==> src/rtl/delta_event_pkg.sv <==
// Shared types and constants for the delta event logger.
//   state_t       : capture FSM states (IDLE, ACK, SETTLE)
//   entry_t       : logged entry layout {data, ts} at the default widths
//   SETTLE_CYCLES : cycles spent ignoring VALUE_CHANGE after an acknowledge
package delta_event_pkg;

  localparam int DEF_DATA_WIDTH = 16;
  localparam int DEF_TS_WIDTH   = 16;
  localparam int SETTLE_CYCLES  = 1;

  typedef enum logic [1:0] {
    IDLE   = 2'd0,
    ACK    = 2'd1,
    SETTLE = 2'd2
  } state_t;

  typedef struct packed {
    logic [DEF_DATA_WIDTH-1:0] data;
    logic [DEF_TS_WIDTH-1:0]   ts;
  } entry_t;

endpackage

==> src/rtl/delta_event_logger_fifo.sv <==
// sync_fifo_fwft: synchronous first-word-fall-through FIFO.
// Ports:
//   clk, rst   : clock, synchronous active-high reset (flushes pointers/level)
//   push       : write push_data when not full (ignored when full)
//   pop        : drop the head entry when not empty (ignored when empty)
//   pop_data   : head entry, valid whenever empty=0
//   full/empty : occupancy flags
//   level      : occupancy, 0..DEPTH
// DEPTH must be a power of two so the pointers wrap naturally.
module sync_fifo_fwft #(
  parameter int W     = 32,
  parameter int DEPTH = 8
) (
  input  logic                   clk,
  input  logic                   rst,
  input  logic                   push,
  input  logic [W-1:0]           push_data,
  input  logic                   pop,
  output logic [W-1:0]           pop_data,
  output logic                   full,
  output logic                   empty,
  output logic [$clog2(DEPTH):0] level
);

  localparam int AW = $clog2(DEPTH);

  logic [W-1:0]  mem [DEPTH];
  logic [AW-1:0] wr_ptr_q;
  logic [AW-1:0] rd_ptr_q;
  logic [AW:0]   count_q;
  logic          do_push;
  logic          do_pop;

  assign full     = (count_q == (AW+1)'(DEPTH));
  assign empty    = (count_q == '0);
  assign level    = count_q;
  assign do_push  = push && !full;
  assign do_pop   = pop && !empty;
  assign pop_data = mem[rd_ptr_q];

  always_ff @(posedge clk) begin
    if (rst) begin
      wr_ptr_q <= '0;
      rd_ptr_q <= '0;
      count_q  <= '0;
    end else begin
      if (do_push) wr_ptr_q <= wr_ptr_q + 1'b1;
      if (do_pop)  rd_ptr_q <= rd_ptr_q + 1'b1;
      count_q <= count_q + (AW+1)'(do_push) - (AW+1)'(do_pop);
    end
  end

  // Storage carries no reset; a flush only clears pointers and level.
  always_ff @(posedge clk) begin
    if (do_push) mem[wr_ptr_q] <= push_data;
  end

endmodule

==> src/rtl/delta_event_logger.sv <==
// delta_event_logger: logs each change reported by the delta register as a
// {value, timestamp} entry in a FWFT FIFO and acknowledges it with READ_EVENT.
// Ports:
//   CLK, RST      : clock, synchronous active-high reset
//   VALUE_CHANGE  : change pending from the delta register
//   VALUE_IN      : value to log
//   READ_EVENT    : one-cycle acknowledge back to the delta register
//   EVT_VALID/EVT_READY/EVT_DATA/EVT_TS : head-of-FIFO valid/ready interface
//   LEVEL, FULL   : FIFO occupancy
//   STALL         : change pending while the FIFO is full (held, not acked)
//   DROP_COUNT    : saturating count of discarded changes (drop build only)
// Build option DELTA_EVENT_LOGGER_DROP_EN: a change arriving while full is
// acknowledged and discarded instead of stalled; STALL is then always 0.
module delta_event_logger
  import delta_event_pkg::*;
#(
  parameter int DATA_WIDTH = DEF_DATA_WIDTH,
  parameter int TS_WIDTH   = DEF_TS_WIDTH,
  parameter int DEPTH      = 8
) (
  input  logic                   CLK,
  input  logic                   RST,
  input  logic                   VALUE_CHANGE,
  input  logic [DATA_WIDTH-1:0]  VALUE_IN,
  output logic                   READ_EVENT,
  output logic                   EVT_VALID,
  input  logic                   EVT_READY,
  output logic [DATA_WIDTH-1:0]  EVT_DATA,
  output logic [TS_WIDTH-1:0]    EVT_TS,
  output logic [$clog2(DEPTH):0] LEVEL,
  output logic                   FULL,
  output logic                   STALL
`ifdef DELTA_EVENT_LOGGER_DROP_EN
  ,
  output logic [7:0]             DROP_COUNT
`endif
);

`ifdef DELTA_EVENT_LOGGER_DROP_EN
  localparam bit DROP_EN = 1'b1;
`else
  localparam bit DROP_EN = 1'b0;
`endif

  // Same layout as entry_t, sized by this instance's parameters.
  typedef struct packed {
    logic [DATA_WIDTH-1:0] data;
    logic [TS_WIDTH-1:0]   ts;
  } log_entry_t;

  state_t          state_q;
  state_t          state_d;
  logic [3:0]      settle_cnt_q;
  logic [TS_WIDTH-1:0] ts_q;
  logic            push;
  logic            pop;
  logic            fifo_full;
  logic            fifo_empty;
  logic            change_while_full;
  log_entry_t      wr_entry;
  log_entry_t      rd_entry;

  // Free-running timestamp, wraps silently.
  always_ff @(posedge CLK) begin
    if (RST) ts_q <= '0;
    else     ts_q <= ts_q + 1'b1;
  end

  // State register
  always_ff @(posedge CLK) begin
    if (RST) begin
      state_q      <= IDLE;
      settle_cnt_q <= '0;
    end else begin
      state_q      <= state_d;
      settle_cnt_q <= (state_q == SETTLE) ? settle_cnt_q + 1'b1 : '0;
    end
  end

  // Next state; the full decision uses the pre-edge FULL, so a same-edge pop
  // does not enable a capture until the following IDLE cycle.
  always_comb begin
    state_d = state_q;
    case (state_q)
      IDLE:    if (VALUE_CHANGE && (!fifo_full || DROP_EN)) state_d = ACK;
      ACK:     state_d = SETTLE;
      SETTLE:  if (settle_cnt_q == 4'(SETTLE_CYCLES - 1)) state_d = IDLE;
      default: state_d = IDLE;
    endcase
  end

  // Outputs
  always_comb begin
    READ_EVENT        = (state_q == ACK);
    change_while_full = (state_q == IDLE) && VALUE_CHANGE && fifo_full;
    push              = (state_q == IDLE) && VALUE_CHANGE && !fifo_full;
    STALL             = change_while_full && !DROP_EN;
    wr_entry.data     = VALUE_IN;
    wr_entry.ts       = ts_q;
  end

  assign EVT_VALID = !fifo_empty;
  assign pop       = EVT_VALID && EVT_READY;
  assign EVT_DATA  = rd_entry.data;
  assign EVT_TS    = rd_entry.ts;
  assign FULL      = fifo_full;

  sync_fifo_fwft #(
    .W     ($bits(log_entry_t)),
    .DEPTH (DEPTH)
  ) u_fifo (
    .clk       (CLK),
    .rst       (RST),
    .push      (push),
    .push_data (wr_entry),
    .pop       (pop),
    .pop_data  (rd_entry),
    .full      (fifo_full),
    .empty     (fifo_empty),
    .level     (LEVEL)
  );

`ifdef DELTA_EVENT_LOGGER_DROP_EN
  logic [7:0] drop_cnt_q;

  always_ff @(posedge CLK) begin
    if (RST)                                      drop_cnt_q <= '0;
    else if (change_while_full && drop_cnt_q != 8'hFF) drop_cnt_q <= drop_cnt_q + 1'b1;
  end

  assign DROP_COUNT = drop_cnt_q;
`endif

endmodule

==> config.mk <==
export PLATFORM = sky130hd
export DESIGN_NAME = delta_event_logger
export DESIGN_NICKNAME = d
export VERILOG_FILES = /design/src/rtl/delta_event_pkg.sv /design/src/rtl/delta_event_logger_fifo.sv /design/src/rtl/delta_event_logger.sv
export SDC_FILE = /design/constraint.sdc
export NUM_CORES = 1
export LEC_CHECK = 0
export ABC_AREA = 1
export CORE_AREA = 2 2 142 144
export DETAILED_ROUTE_END_ITERATION = 12
export DIE_AREA = 0 0 144 146
export DONT_BUFFER_PORTS = 1
export GPL_ROUTABILITY_DRIVEN = 0
export PLACE_DENSITY = 0.86
export RECOVER_POWER = 50
export REMOVE_ABC_BUFFERS = 1
export SYNTH_ARGS = -nofsm -noshare
export SYNTH_HDL_FRONTEND = slang
export SYNTH_SLANG_ARGS = --single-unit
==> constraint.sdc <==
create_clock -name CLK -period 3.64 [get_ports CLK]
set_clock_uncertainty 0.2 [all_clocks]
set_input_delay 0.728 -clock CLK [delete_from_list [all_inputs] [get_ports CLK]]
set_output_delay 0.728 -clock CLK [all_outputs]
set_load 0.005 [all_outputs]
==> run metrics, run 1 <==
core region area 0.0193 mm²; FF+latch area 0.00839 mm²; Final period util 0.907; Distinct cells, synth 27; WS Path Type reg -> out; DRT Pass-1 Iters 5; Final Setup Violations 0; Post-Syn Area ~0.012 mm²; largest net degree at the start of global routing between 100 and 150; Post-Route Utilization 0.658; die area about 0.021 mm²; grt ovf 0; RSZ-0062 raised after global routing no; CP Max Fanout about 130; most frequent cells in the layout edfxtp_1, nor2_1, nand2_1; Via density 5.96; htree depth 1; Max stage delay on crit path around 0.64 ns; outcome completed; global-route wire length before repair approximately 38 mm; worst slack, placed 0.670 ns; Placed Area ~0.012 mm²; yosys warns 0; effective utilization at floorplan 0.596; die height about 150 µm; power per cell area 667 mW/mm²; Min Clock Period, post-route approximately 3.3 ns; layout cell share with drive strength beyond 1 0.0722; PnR worst setup slack 0.338 ns; final WL 24.4 mm; peak supply drop 0.000385 V; Final Max Slew Viols 0; Die X between 100 and 150 µm; synth-to-layout area growth 10.4%; CP max-delay cell buf_6; Clock transition at path regs about 0.060 ns; crit-path most repeated cell nand2_1; Critical Path, Cell by Cell buf_6 -> o21ai_0 -> o22ai_1 -> nand2_1 -> nand2_1; Nets ~980; post-synthesis area per instance 12.1 µm²; largest family of logic cells by synthesized area simple AND/OR/NAND/NOR gates; antenna diode count 0; fin area roughly 0.013 mm²; WHS roughly 0.06 ns; CTS max path bufs 3; TritonCTS buffer count 28; starting DRC count in detailed routing 828; Critical Path Start Type register; most common cell after layout, fill and taps aside edfxtp_1; Setup crit end kind output port; DP HPWL approximately 13 mm; mux share of post-synthesis cell area 0; total track usage 0.233; post-synthesis adder-cell area fraction 0.0137; row cnt 51; area of the multi-input gates about 0.0027 mm²; leakage between 4 and 5 nW; Top delay family on crit path buffers and inverters; max cap viols 0; vias in the first global route around 7300; I/O Buffers 0; Worst slew margin 0.390; Hold WC Path Type in -> reg; Residual DRC 0; Gate Count Post-Synth 954; clock tree sinks a little under 300; CP bufs+invs 1; root buffer cell clkbuf_16; CTS tree done; xor-xnor portion of the synthesized cell area 0.00380; Synth Area in Compound Gates 0.102; simple logic cell fraction of the synthesized area 0.112; fmax 303 MHz; #FFs+latches synth 291; register area share after synthesis 0.728; initial antenna violation count 0; Final Total Pwr ~0.0085 W; Final ANT Viol Nets 0; Req. time, crit path about 2.7 ns; actual slew at the worst max-slew pin around 0.92 ns; Ports 60; Final Hold Vio Count 0; Layout fillers 1289; routed via count ~7400; clock latency at the later pin of the worst-skew pair around 0.53 ns; Routed wire per std cell a little under 20 µm; Worst Path Arrival around 2.4 ns
[cells by family after synthesis]
kind of cell | Yosys count
xor gates and xnor gates | 5
adders and majority gates | 12
AOI/OAI and AO/OA | 217
DFF | 291
buffers and inverters | 92
and+or+nand+nor | 337
[path summary, 6_finish.rpt]
path                                       from                end  slack, ns  depth (start not counted)
worst max register to register  u_fifo.level[2]  u_fifo.mem[0][29]       0.90                          8
worst min register to register  settle_cnt_q[0]    settle_cnt_q[0]       0.27                          1
worst max-delay path                   register        EVT_DATA[3]       0.34                          5
worst min-delay path                        RST            ts_q[0]       0.06                          1
[report_power, final]
group          total [W]  leakage, nW  internal [W]  switching (W)
registers        0.00391         2.64       0.00383      0.0000814
logic            0.00170         1.34      0.000513        0.00118
clock network    0.00288        0.462       0.00173        0.00115
[metrics by stage]
| step | instances | TNS, ns |
|---|---|---|
| 2_1_floorplan | 903 | -43.25 |
| 3_3_place_gp | 1184 | 0 |
| 3_5_place_dp | 1184 | 0 |
| 4_1_cts | 1235 | 0 |
| 5_1_grt | 1235 | 0 |
| 6_report | 1235 | 0 |
[layout make-up]
| class | count | area share |
|---|---|---|
| Clock buffer | 32 | 0.0579 |
| Clock inverter | 19 | 0.0147 |
| Inverter | 41 | 0.0122 |
| Multi-Input combinational cell | 571 | 0.214 |
| Sequential cell | 291 | 0.660 |
| Tap cell | 265 | 0.0261 |
| Timing Repair Buffer | 16 | 0.0156 |
[worst register-to-register path, delay by kind of cell, from the launching register on]
family	cells	cell delay, ns
fa+ha+maj	1	0.20
flops	1	0.35
simple gates	4	1.15
buf+inv	3	0.53
[registers in the layout, indices dropped and copies added (netlist names), named ones only]
register,flops
u_fifo.rd_ptr_q,3
u_fifo.level,4
u_fifo.mem,256
state_q,2
settle_cnt_q,4
u_fifo.wr_ptr_q,3
ts_q,16
[synthesized netlist by cell type]
cell      instances  area (µm²)
edfxtp_1        256        7690
nor2_1          177         664
nand2_1         142         533
o21ai_0          76         380
o22ai_1          64         400
o21ai_1          59         295
inv_1            39         146
dfxtp_1          35         701
clkbuf_1         25        93.8
a21oi_1          16        80.1
buf_6            14         158
nand3_1          14        70.1
ha_1             11         138
buf_4             5        37.5
clkbuf_2          3        15.0
xor2_1            3        26.3
buf_1             2        7.51
buf_2             2        10.0
nor3_1            2        10.0
xnor2_1           2        17.5
a211oi_1          1        7.51
clkinv_1          1        3.75
fa_1              1        20.0
inv_2             1        3.75
nand4_1           1        6.26
o21a_1            1        7.51
or2_2             1        6.26
[layer usage]
layer / global-route usage / routed length [µm]
met2: 0.388 / 12100
met5: 0 / 0
met4: 0.105 / 940
met3: 0.0461 / 2110
met1: 0.295 / 9220
[timing repair]
item                                    4_1_cts  5_1_grt
resized for setup                             0        1
hold buffers                                  0        0
endpoints found under the hold margin         0        0
endpoints found under the setup margin        0        8
buffers inserted                              0        0
Note: power is estimated with default switching activity, not from simulation.
==> run 2: changes to the inputs <==
- RECOVER_POWER: 50 -> 25
==> results of run 2 <==
Final layout, timing and power as in run 1 (identical DEF).
==> run 3: changes to the inputs <==
- CTS_CLUSTER_SIZE: unset -> 16
- TNS_END_PERCENT: unset -> 10
==> run metrics, run 3 (synthesized netlist as in run 1, its figures left out) <==
most common cell after layout, fill and taps aside edfxtp_1; synth-to-layout area growth 10.4% (about the same); core region area 0.0193 mm² (unchanged); clock tree sinks 291 (unchanged); fmax 300 MHz (-0.91%); Worst Path Arrival 2.40 ns (+0.03 ns); peak supply drop 0.000387 V (+0.42%); starting DRC count in detailed routing 832 (+0.48%); htree depth 1 (unchanged); die area 0.0210 mm² (unchanged); WS Path Type reg -> out; vias in the first global route 7321 (-0.12%); WHS 0.0590 ns (+0.000552 ns); row cnt 51 (unchanged); outcome completed; clock latency at the later pin of the worst-skew pair 0.53 ns (about the same); Ports 60 (unchanged); Hold WC Path Type in -> reg; worst slack, placed 0.670 ns (unchanged); leakage 4.43 nW (-0.15%); Clock transition at path regs 0.06 ns (about the same); Most flops, register u_fifo.mem; actual slew at the worst max-slew pin 0.941 ns (+0.0252 ns); Die X 144 µm (unchanged); Final Setup Violations 0 (unchanged); global-route wire length before repair 37.6 mm (+0.17%); Routed wire per std cell 19.8 µm (+0.26%); Min Clock Period, post-route 3.33 ns (+0.0304 ns); CP Max Fanout 128 (unchanged); total track usage 0.233 (+0.000285); CTS tree done; grt ovf 0 (unchanged); Post-Route Utilization 0.658 (about the same); RSZ-0062 raised after global routing no; Nets 981 (unchanged); root buffer cell clkbuf_16; routed via count 7305 (-0.68%); TritonCTS buffer count 28 (unchanged); Largest regs u_fifo.mem x256, ts_q x16; layout cell share with drive strength beyond 1 0.0711 (-0.00103); Post-CTS Hold Fix Bufs 0 (unchanged); CTS max path bufs 3 (unchanged); Final period util 0.916 (+0.00835); I/O Buffers 0 (unchanged); Final ANT Viol Nets 0 (unchanged); PnR worst setup slack 0.308 ns (-0.0304 ns); Final Max Slew Viols 0 (unchanged); Setup crit end kind output port; die height 146 µm (unchanged); power per cell area 668 mW/mm² (about the same); Layout fillers 1284 (-0.39%); cell count after placement 1184 (unchanged); Worst slew margin 0.373 (-0.0168); DRT Pass-1 Iters 5 (unchanged); Non-Filler Instances 1235 (unchanged); effective utilization at floorplan 0.596 (unchanged); Via density 5.91 (-0.68%); max cap viols 0 (unchanged); Final Hold Vio Count 0 (unchanged); Critical Path Start Type register; initial antenna violation count 0 (unchanged); setup TNS 0 ns (unchanged); DP HPWL 12.7 mm (unchanged); largest net degree at the start of global routing 129 (unchanged); Largest register FFs 256 (unchanged); Req. time, crit path 2.71 ns (about the same); most frequent cells in the layout edfxtp_1, nor2_1, nand2_1; final WL 24.5 mm (+0.26%); Residual DRC 0 (unchanged); antenna diode count 0 (unchanged)
[run 3: cell types whose count changed in the layout (fill, tap and decap cells not counted), sizes merged]
cell	before	now
clkbuf	32	33
clkinvlp	0	1
clkinv	17	15
[run 3: worst paths after layout]
| check | start | to | slack, ns | cells after the start |
|---|---|---|---|---|
| worst max-delay path | register | EVT_DATA[3] | 0.31 | 5 |
| worst min-delay path | RST | ts_q[0] | 0.06 | 1 |
| worst max register to register | u_fifo.level[2] | u_fifo.mem[0][29] | 0.88 | 8 |
| worst min register to register | settle_cnt_q[0] | settle_cnt_q[0] | 0.27 | 1 |
[run 3: worst max-delay path, cell delays in order (launching register included)]
cell and delay [ns]:
dfxtp_4 0.35, buf_6 0.63, o21ai_0 0.30, o22ai_1 0.26
nand2_1 0.09, nand2_1 0.12
[run 3: per-layer routing]
layer | GRT usage | part of all wire | up-vias
li1 | - | - | 3378
met1 | 0.296 | 0.38 | 3524
met5 | 0 | 0 | -
met3 | 0.0461 | 0.084 | 61
met2 | 0.390 | 0.50 | 342
met4 | 0.102 | 0.029 | 0
[run 3: final cells by class]
class / count / area [µm²] / share of cell area
Tap cell: 265 / 332 / 0.0261
Sequential cell: 291 / 8390 / 0.659
Clock inverter: 18 / 185 / 0.0145
Clock buffer: 33 / 741 / 0.0582
Multi-Input combinational cell: 571 / 2720 / 0.214
Inverter: 41 / 155 / 0.0122
Timing Repair Buffer: 16 / 199 / 0.0156
[run 3: where the power goes]
group / leakage (nW) / internal [W] / switching [W]
logic: 1.34 / 0.000514 / 0.00119
clock network: 0.456 / 0.00173 / 0.00116
registers: 2.64 / 0.00383 / 0.0000801
[run 3: timing repair]
| action | CTS | global route |
|---|---|---|
| gates resized for setup | 0 | 1 |
| setup buffers | 0 | 0 |
| setup endpoints to repair | 0 | 9 |
[run 3: stage by stage]
| step | cell area (µm²) | power (W) |
|---|---|---|
| 2_1_floorplan | 11200 | 0.00511 |
| 3_3_place_gp | 11800 | 0.00556 |
| 3_5_place_dp | 11800 | 0.00565 |
| 4_1_cts | 12700 | 0.00851 |
| 5_1_grt | 12700 | 0.00884 |
| 6_report | 12700 | 0.00850 |
==> RTL edit: new RTL, config.mk and constraints of run 2 <==
The option `DELTA_EVENT_LOGGER_DROP_EN` is turned on by a define.
--- a/src/rtl/delta_event_logger.sv
+++ b/src/rtl/delta_event_logger.sv
@@ -11,6 +11,8 @@
 //   DROP_COUNT    : saturating count of discarded changes (drop build only)
 // Build option DELTA_EVENT_LOGGER_DROP_EN: a change arriving while full is
 // acknowledged and discarded instead of stalled; STALL is then always 0.
+`define DELTA_EVENT_LOGGER_DROP_EN
+
 module delta_event_logger
   import delta_event_pkg::*;
 #(
Check against the original RTL (old outputs only; new: DROP_COUNT): no difference found for any inputs over 10 cycles, from zero or initial values and one cycle with RST high; that may be too few to reach the edited logic, so the function may still have changed.
==> RTL edit against run 2 <==
Sequential cell count rose by 8; wire length is 0.89% lower; register-to-register slack improved by 0.10 ns; sequential power up 2%; via count is 3.2% higher; power down 1.7%; area after synthesis up 3.6%; cell count rose by 5.0%; hold slack got worse by 0.0059 ns; core utilization up 1.6 points; setup slack gained 0.11 ns; final area rose by 2.4%.
==> RTL edit: results (changes against run 2) <==
Synth cell types=29 (+7.4%); post-DR wirelength/cell=18.65 um (-5.6%); Post-DP Area=12170 um^2 (+3.2%); CP endpoint=EVT_DATA[12]; post-synthesis sequential area ratio=71.57% (-1.2 points); Worst R2R Start=u_fifo.level[2]; share of layout cells above drive strength 1=7.461% (+0.24 points); Crit Path Class=reg -> out; htree depth=1 (unchanged); met2 usage=38.57% (-0.21 points); Lkg Pwr=4.400 nW (-0.93%); vias=7594 (+3.2%); first-pass GRT wire length=37860 um (+0.77%); Switch Pwr=2.446 mW (+1.1%); setup ws final=0.4528 ns (+0.1148 ns); nets=1043 (+6.3%); DP Wirelength=13260 um (+4.0%); Synth Area in Compound Gates=10.01% (-0.15 points); Max IR drop VDD=375.8 uV (-2.4%); Inst Count DP=1244 (+5.1%); worst reg-to-reg setup slack=1.00 ns (+0.10 ns); Reg2Reg Capture Point=u_fifo.mem[4][10]; Post-synth top cells=256 x edfxtp_1, 184 x nor2_1, 160 x nand2_1; met3 WL=2009 um (-4.6%); 1st-pass router iterations=6 (+1); fin util=67.42% (+1.6 points); XOR/XNOR Fraction of Synth Area=0.6600% (+0.28 points); synth top area cells=edfxtp_1 64%, dfxtp_1 7.2%, nor2_1 5.8%; syn avg cell area=11.79 um^2 (-2.4%); CP max-delay cell=clkinvlp_4; total CTS buffers=29 (+3.6%); Worst path max stage delay=0.54 ns (-0.10 ns); met3 Use GR=4.409% (-0.20 points); largest net degree at the start of global routing=85 (-34%); adder-cell share of the synthesized area=1.425% (+0.057 points); Final Instance Count excl. Fillers=1297 (+5.0%); antenna fix cells=0 (unchanged); Rel. slew slack=56.09% (+17 points); met1 wire length=9454 um (+2.5%); critical path arrival=2.26 ns (-0.11 ns); worst slack at placement=0.7075 ns (+0.03740 ns); Met2 Wirelength=12150 um (about the same); vias in the first global route=7474 (+2.0%); met1 usage=29.57% (about the same); status=complete, no violations; Tot GR Track Use=22.86% (-0.41 points); Fill cells=1286 (-0.23%)
-- RTL edit: cell types whose count changed in the layout (fill, tap and decap cells not counted), moves of 4 or more --
| cell | before | now |
|---|---|---|
| clkbuf_1 | 3 | 7 |
| inv_1 | 39 | 35 |
| nand2_1 | 142 | 160 |
| buf_12 | 6 | 2 |
| nor2_1 | 169 | 176 |
| nand3_1 | 14 | 19 |
| clkinv_2 | 10 | 6 |
| bufinv_16 | 4 | 0 |
| buf_4 | 9 | 16 |
| dfxtp_1 | 33 | 41 |
| o21ai_0 | 76 | 80 |
-- RTL edit: how the worst min path moves through the flow --
stage,startpoint,to,slack [ns],depth (start not counted)
after floorplan,settle_cnt_q[0],settle_cnt_q[0],0.23,1
after global placement,settle_cnt_q[0],settle_cnt_q[0],0.24,1
after detailed placement,settle_cnt_q[0],settle_cnt_q[0],0.25,1
after CTS,RST,DROP_COUNT[5],0.03,1
after global routing,RST,DROP_COUNT[5],0.03,1
final,RST,DROP_COUNT[5],0.05,1
-- RTL edit: layout make-up --
| cell class | count | share of cell area [%] |
|---|---|---|
| clock inverter | 15 | 0.5951 |
| clock buffer | 38 | 5.980 |
| multi-input combinational | 622 | 22.85 |
| sequential | 299 | 65.62 |
| timing repair buffer | 18 | 1.229 |
| tap | 265 | 2.544 |
| inverter | 40 | 1.190 |
-- RTL edit: power groups by stage --
stage | clock network [mW] | logic (mW) | registers (mW)
after CTS | 2.74 | 1.64 | 4.00
after global routing | 2.87 | 1.83 | 4.02
after floorplan | 0 | 1.07 | 4.12
final | 2.71 | 1.64 | 4.00
after global placement | 0 | 1.55 | 4.06
after detailed placement | 0 | 1.63 | 4.07
-- RTL edit: timing repair --
action	CTS	global route
endpoints found under the setup margin	0	10
setup buffers	0	0
gates resized for setup	0	1
